**src/rtl/count_display_driver.sv**
```systemverilog
// count_display_driver: samples an 8-bit counter value on a strobe, converts it to BCD with a
// sequential double-dabble engine and scans the result onto a 4-digit common-anode 7-seg display.
// Hex mode shows the raw byte as two hex digits plus an 'h' marker.
module count_display_driver #(
  parameter int unsigned SCAN_DIV = 50000
) (
  input  logic        clk,
  input  logic        reset,
  input  logic [7:0]  value,
  input  logic        upd,
  input  logic        hex_mode,
  output logic        busy,
  output logic [11:0] bcd,
  output logic [6:0]  seg,
  output logic [3:0]  an,
  output logic        dp
);

  localparam int unsigned PreW = $clog2(SCAN_DIV);
  localparam logic [PreW-1:0] PreMax = PreW'(SCAN_DIV - 1);

  localparam logic [6:0] SegBlank = 7'b1111111;
  localparam logic [6:0] SegH     = 7'b0001011;

  typedef enum logic [1:0] {StIdle, StConv, StLatch} state_e;

  state_e      state;
  logic [7:0]  shreg;     // bits still to be shifted into the BCD scratch
  logic [7:0]  cap_val;   // untouched copy of the sampled byte for hex display
  logic [11:0] scratch;
  logic [2:0]  bit_cnt;
  logic        mode;
  logic [7:0]  disp_val;
  logic        disp_hex;
  logic [11:0] adj;

  logic [PreW-1:0] pre;
  logic [1:0]      idx;

  logic [3:0] nib;
  logic       blank;
  logic       show_h;

  // Add-3 correction on every scratch nibble >= 5 before the next shift.
  always_comb begin
    adj = scratch;
    for (int i = 0; i < 3; i++) begin
      if (scratch[4*i +: 4] >= 4'd5) adj[4*i +: 4] = scratch[4*i +: 4] + 4'd3;
    end
  end

  // Converter FSM: launch on strobe, eight shift cycles, then latch into display registers.
  always_ff @(posedge clk or posedge reset) begin
    if (reset) begin
      state    <= StIdle;
      shreg    <= '0;
      cap_val  <= '0;
      scratch  <= '0;
      bit_cnt  <= '0;
      mode     <= 1'b0;
      busy     <= 1'b0;
      bcd      <= '0;
      disp_val <= '0;
      disp_hex <= 1'b0;
    end else begin
      unique case (state)
        StIdle: begin
          if (upd) begin
            shreg   <= value;
            cap_val <= value;
            mode    <= hex_mode;
            scratch <= '0;
            bit_cnt <= '0;
            busy    <= 1'b1;
            state   <= StConv;
          end
        end
        StConv: begin
          {scratch, shreg} <= {adj[10:0], shreg, 1'b0};
          bit_cnt          <= bit_cnt + 3'd1;
          if (bit_cnt == 3'd7) state <= StLatch;
        end
        StLatch: begin
          bcd      <= scratch;
          disp_val <= cap_val;
          disp_hex <= mode;
          busy     <= 1'b0;
          state    <= StIdle;
        end
        default: state <= StIdle;
      endcase
    end
  end

  // Free-running scan prescaler; each wrap advances the digit index.
  always_ff @(posedge clk or posedge reset) begin
    if (reset) begin
      pre <= '0;
      idx <= '0;
    end else if (pre == PreMax) begin
      pre <= '0;
      idx <= idx + 2'd1;
    end else begin
      pre <= pre + 1'b1;
    end
  end

  // Select digit content for the active slot, with leading-zero blanking in decimal mode.
  always_comb begin
    nib    = 4'd0;
    blank  = 1'b0;
    show_h = 1'b0;
    if (disp_hex) begin
      unique case (idx)
        2'd0: nib = disp_val[3:0];
        2'd1: nib = disp_val[7:4];
        2'd2: blank = 1'b1;
        2'd3: show_h = 1'b1;
        default: blank = 1'b1;
      endcase
    end else begin
      unique case (idx)
        2'd0: nib = bcd[3:0];
        2'd1: begin
          nib   = bcd[7:4];
          blank = (bcd[11:8] == 4'd0) && (bcd[7:4] == 4'd0);
        end
        2'd2: begin
          nib   = bcd[11:8];
          blank = (bcd[11:8] == 4'd0);
        end
        2'd3: blank = 1'b1;
        default: blank = 1'b1;
      endcase
    end
  end

  // Active-low segment decode {g,f,e,d,c,b,a}.
  always_comb begin
    seg = SegBlank;
    if (show_h) begin
      seg = SegH;
    end else if (!blank) begin
      unique case (nib)
        4'h0: seg = 7'b1000000;
        4'h1: seg = 7'b1111001;
        4'h2: seg = 7'b0100100;
        4'h3: seg = 7'b0110000;
        4'h4: seg = 7'b0011001;
        4'h5: seg = 7'b0010010;
        4'h6: seg = 7'b0000010;
        4'h7: seg = 7'b1111000;
        4'h8: seg = 7'b0000000;
        4'h9: seg = 7'b0010000;
        4'hA: seg = 7'b0001000;
        4'hB: seg = 7'b0000011;
        4'hC: seg = 7'b1000110;
        4'hD: seg = 7'b0100001;
        4'hE: seg = 7'b0000110;
        4'hF: seg = 7'b0001110;
        default: seg = SegBlank;
      endcase
    end
  end

  assign an = ~(4'b0001 << idx);
  assign dp = 1'b1;

endmodule
```
**config.mk**
```make
export PLATFORM = sky130hd
export DESIGN_NAME = count_display_driver
export DESIGN_NICKNAME = d
export VERILOG_FILES = /design/src/rtl/count_display_driver.sv
export SDC_FILE = /design/constraint.sdc
export NUM_CORES = 1
export LEC_CHECK = 0
export CAP_MARGIN = 20
export CELL_PAD_IN_SITES_DETAIL_PLACEMENT = 1
export CELL_PAD_IN_SITES_GLOBAL_PLACEMENT = 2
export CORE_MARGIN = 3
export CORE_UTILIZATION = 33
export DETAILED_ROUTE_END_ITERATION = 12
export GPL_TIMING_DRIVEN = 0
export PLACE_DENSITY_LB_ADDON = 0.1
export SETUP_SLACK_MARGIN = 0.1
export SLEW_MARGIN = 10
export SYNTH_ARGS = -nofsm -noshare
export SYNTH_HDL_FRONTEND = slang
export SYNTH_SLANG_ARGS = --single-unit
```
**constraint.sdc**
```tcl
create_clock -name clk -period 2.15 [get_ports clk]
set_input_delay 0.215 -clock clk [delete_from_list [all_inputs] [get_ports clk]]
set_output_delay 0.215 -clock clk [all_outputs]
set_load 0.05 [all_outputs]
```
==> run metrics, run 1 <==
status=complete, but fails checks; failing checks=setup timing; Worst-Skew Late Latency=0.33 ns; Yosys Warn Count=0; syn_area_per_cell=10.25 um2; worst slack, placed=-1.383 ns; EDFF count, synth=0; Initial Utilization=0.3447; GRT Total Usage=0.1672; Worst-Margin Slew=0.6029 ns; R2R Path Start=pre[6]; die area=12850 um2; Area Overhead vs Synth=37.48%; Worst Hold Class=in -> async; vias in the first global route=3173; Rel. slew slack=0.5980; Routed WL=10080 um; root buf cell=clkbuf_16; Final WS setup=-0.5664 ns; Die Y=113.3 um; RD Place Congestion=0.7513; PwrDens=1598 nW/um2; Cell Area, Synth=3802 um2; crit end category=output pin; clk slew on worst S/H paths=0.06 ns; FP Rows=38; FF+latch count, synth=74; area of the core=11030 um2; placed cell area=4503 um2; Worst Path Arrival=2.50 ns; max-slew violations=0; crit start category=flip-flop; r2r setup slk=0.29 ns; prevailing post-synth register cell=dfrtp_1; Seq/Total Area, Yosys=0.4870; Layout Nets=477; via/cell ratio=5.129; I/O Pins=37; commonest cells after routing, fill and taps aside=dfrtp_1, nand2_1, mux2_2; H-tree depth=3; Remaining DRCs=0; synthesized instance count=371; most common cell after layout, fill and taps aside=dfrtp_1; ANT nets after route=0; Bufs on Longest Clock Path=2; Synth Area in Adders=0.07239; DRT Pass-1 Iters=5; Port-buffer cells=35; unrepaired setup endpoints after global routing=yes; simple-gate share of the synthesized area=0.1287; Synth Area in XOR/XNOR=0.04607; initial antenna violation count=0; largest net degree at the start of global routing=34; routed len/inst=17.14 um; Final min period=2.716 ns; crit path max fanout=5; worst vdd ir=1.982 mV; TritonCTS clock tree=built; CTS sink count=74; total number of vias=3016; Synthesized Nets=405; first-pass GRT wire length=16870 um; Critical Path Start=idx[1]; Setup Crit Path Kind=reg -> out; Cell variety after synth=46; initial DRC count=125; Hold Buf Count CTS=0; total CTS buffers=9; share of cells above drive strength 1=0.2924; asr flop ratio synth=1.000; Max Fclk=0.3681 GHz; required time worst endpoint=1.93 ns; clock skew=0.003066 ns; DPL Wire Length=7164 um; combinational family with the most area after synthesis=compound AO/OA/AOI/OAI gates; max cap viols=0; Pleak=2.262 nW; total gr overflow=0; diodes inserted=0; multiplexer share of the synthesized area=0.08588; Final Setup Violations=7; complex-gate fraction of the synthesized area=0.1389; post-layout util=0.4739; Hold Fails Final Rpt=0; ratio of final minimum period to clock period=1.263; Die W=113.3 um; cell area after layout=5228 um2
==> layer usage <==
layer / share of wire / vias to the layer above / GRT usage
met5: 0 / - / 0
met4: 0.0084 / 0 / 0.03846
met3: 0.040 / 5 / 0.04011
met2: 0.46 / 56 / 0.2638
met1: 0.49 / 1504 / 0.2338
li1: - / 1451 / -
==> path summary, 6_finish.rpt <==
check	end	depth (start not counted)
setup / recovery	seg[3]	11
hold / removal	mode	2
setup reg to reg	idx[1]	6
hold reg to reg	shreg[2]	2
max in group asynchronous	busy	3
min in group clk	shreg[2]	2
==> critical path, cell delays in order, from the launching register on <==
cell and delay, ns:
dfrtp_2 0.43, inv_4 0.07, ha_4 0.16, buf_8 0.12
a222oi_1 0.29, buf_4 0.19, o22ai_4 0.11, ha_4 0.21
a21o_1 0.16, a21oi_2 0.16, o21ai_4 0.08, buf_8 0.16
==> power breakdown <==
group | switching, mW | internal (mW)
combinational | 2.61 | 1.88
clock | 0.563 | 0.991
sequential | 0.440 | 1.87
total | 3.61 | 4.74
==> final cells by class <==
cell class                 instances  area (um2)
clock inverter                     4       48.80
multi-input combinational        260        2090
clock buffer                      12       266.5
buffer                            16       98.84
tap                              140       175.2
timing repair buffer              61       601.8
sequential                        74        1854
fill                            1215        5803
inverter                          21       92.59
==> synth_stat cells, types with 11 or more instances <==
cell type	instances	area, um2
a22oi_1	11	82.58
clkbuf_1	12	45.04
nor2_1	25	93.84
nand2_1	47	176.4
a21oi_1	17	85.08
ha_1	22	275.3
mux2_2	29	326.6
inv_1	21	78.83
xnor2_1	12	105.1
nand3_1	11	55.05
o21ai_0	15	75.07
dfrtp_1	74	1852
==> kinds of logic after synthesis <==
| family | count (synthesis) |
|---|---|
| and+or+nand+nor | 110 |
| AOI/OAI and AO/OA | 78 |
| DFF | 74 |
| buffers and inverters | 37 |
| muxes | 29 |
| adders and majority gates | 22 |
| xor gates and xnor gates | 20 |
| other | 1 |
==> state kept, by name, summed over array words and instances, names as in the netlist <==
signal    flops
scratch      12
bcd          12
mode          1
bit_cnt       3
busy          1
idx           2
cap_val       8
shreg         8
disp_hex      1
state         2
disp_val      8
pre          16
==> per-stage QoR <==
| step | setup TNS [ns] | power (mW) | hold slack, ns | cells |
|---|---|---|---|---|
| after global placement | -9.909 | 6.106 | 0.4501 | 546 |
| after detailed placement | -9.958 | 6.204 | 0.4585 | 548 |
| final | -3.813 | 8.353 | 0.2903 | 588 |
| after CTS | -4.039 | 8.280 | 0.3077 | 582 |
| after global routing | -4.823 | 8.957 | 0.3299 | 588 |
| after floorplan | -2.720 | 5.049 | 0.3549 | 371 |
==> what timing repair did <==
item / in CTS / in global routing
cloned: 2 / 0
gates resized for setup: 89 / 17
setup endpoints to repair: 11 / 20
pin swaps: 14 / 1
endpoints found under the hold margin: 0 / 0
buffers inserted: 16 / 6
Power figures use the tool's default switching activity.
==> run 2, diff against run 1 <==
CAP_MARGIN = 0   (was 20)
==> run metrics, run 2 (same netlist as run 1, synthesis figures left out) <==
Port-buffer cells=35; crit-path max cell delay=0.43 ns; Worst-Skew Late Latency=0.33 ns; total CTS buffers=9; total number of vias=3016; crit path max fanout=5; root buf cell=clkbuf_16; Worst-Margin Slew=0.6029 ns; area of the core=11030 um2; RD Place Congestion=0.7513; initial antenna violation count=0; routed len/inst=17.14 um; crit path cell chain=inv_4 > ha_4 > buf_8 > a222oi_1 > buf_4 > o22ai_4 > ha_4 > a21o_1 > a21oi_2 > o21ai_4 > buf_8; TritonCTS clock tree=built; largest net degree at the start of global routing=34; first-pass GRT wire length=16870 um; Die Y=113.3 um; PwrDens=1598 nW/um2; max cap viols=0; DPL Wire Length=7164 um; Bufs on Longest Clock Path=2; Remaining DRCs=0; commonest cells after routing, fill and taps aside=dfrtp_1, nand2_1, mux2_2; worst vdd ir=1.982 mV; via/cell ratio=5.129; Largest Register=pre; placed cell area=4503 um2; Critical-path top delay cell=dfrtp_2; DRT Pass-1 Iters=5; initial DRC count=125; GRT Total Usage=0.1672; vias in the first global route=3173; share of cells above drive strength 1=0.2924; Area Overhead vs Synth=37.48%; clk slew on worst S/H paths=0.06 ns; Final WS setup=-0.5664 ns; total gr overflow=0; Routed WL=10080 um; Rel. slew slack=0.5980; Final min period=2.716 ns; crit start category=flip-flop; max-slew violations=0; Hold Fails Final Rpt=0; ANT nets after route=0; unrepaired setup endpoints after global routing=yes; post-layout util=0.4739; FP Rows=38; Pleak=2.262 nW; H-tree depth=3; minimum hold slack=0.2903 ns; Worst Hold Class=in -> async; Max Fclk=0.3681 GHz; CTS sink count=74; max reg flops=16; Total Power=8.353 mW; Layout Nets=477; crit end category=output pin; failing checks=setup timing; Hold Buf Count CTS=0; status=complete, but fails checks; clock skew=0.003066 ns; diodes inserted=0; I/O Pins=37; Initial Utilization=0.3447; Die W=113.3 um; Worst Path Arrival=2.50 ns; cell area after layout=5228 um2; most common cell after layout, fill and taps aside=dfrtp_1; required time worst endpoint=1.93 ns; die area=12850 um2; Final Setup Violations=7; largest registers=pre x16, bcd x12, scratch x12; ratio of final minimum period to clock period=1.263; Setup Crit Path Kind=reg -> out; Filler cells=1215
run 2: cell counts in the layout (fill, tap and decap cells not counted):
Identical to the previous run, type by type.
run 2: layout make-up:
cell class	count	area (um2)	area share
Buffer	16	98.84	0.01891
Sequential cell	74	1854	0.3547
Clock buffer	12	266.5	0.05098
Inverter	21	92.59	0.01771
Tap cell	140	175.2	0.03351
Multi-Input combinational cell	260	2090	0.3997
Timing Repair Buffer	61	601.8	0.1151
Clock inverter	4	48.80	0.009335
run 2: final timing paths:
path	start	end	slack, ns	depth (start not counted)
max	idx[1]	seg[3]	-0.57	11
min	reset	mode	0.29	2
min in group clk	shreg[2]	shreg[2]	0.47	2
max in group asynchronous	reset	busy	1.31	3
max reg2reg	pre[6]	idx[1]	0.29	6
min reg2reg	shreg[2]	shreg[2]	0.47	2
run 2: routing by layer:
metal	global-route usage	up-vias	wire length, um
met5	0	-	0
met1	0.2338	1504	4964
met3	0.04011	5	402
met2	0.2638	56	4627
li1	-	1451	-
met4	0.03846	0	85
run 2: stage by stage:
| step | instances | setup WS, ns | TNS [ns] |
|---|---|---|---|
| floorplan | 371 | -0.6125 | -2.720 |
| global placement | 546 | -1.366 | -9.909 |
| detailed placement | 548 | -1.383 | -9.958 |
| CTS | 582 | -0.5960 | -4.039 |
| global route | 588 | -0.7189 | -4.823 |
| finish | 588 | -0.5664 | -3.813 |
run 2: power by group:
part / internal (mW) / switching [mW] / total (mW)
clock network: 0.991 / 0.563 / 1.55
registers: 1.87 / 0.440 / 2.31
logic: 1.88 / 2.61 / 4.49
total: 4.74 / 3.61 / 8.35
run 2: what timing repair did:
| item | CTS | global route |
|---|---|---|
| setup endpoints to repair | 11 | 20 |
| cloned | 2 | 0 |
| pin swaps | 14 | 1 |
| resized for setup | 89 | 17 |
| setup buffers | 16 | 6 |
run 2: critical path: cells and delay by family (launching register included):
kind / cells / cell delay (ns)
buffers and inverters: 4 / 0.54
DFF: 1 / 0.43
adders and majority gates: 2 / 0.37
AOI/OAI and AO/OA: 5 / 0.80
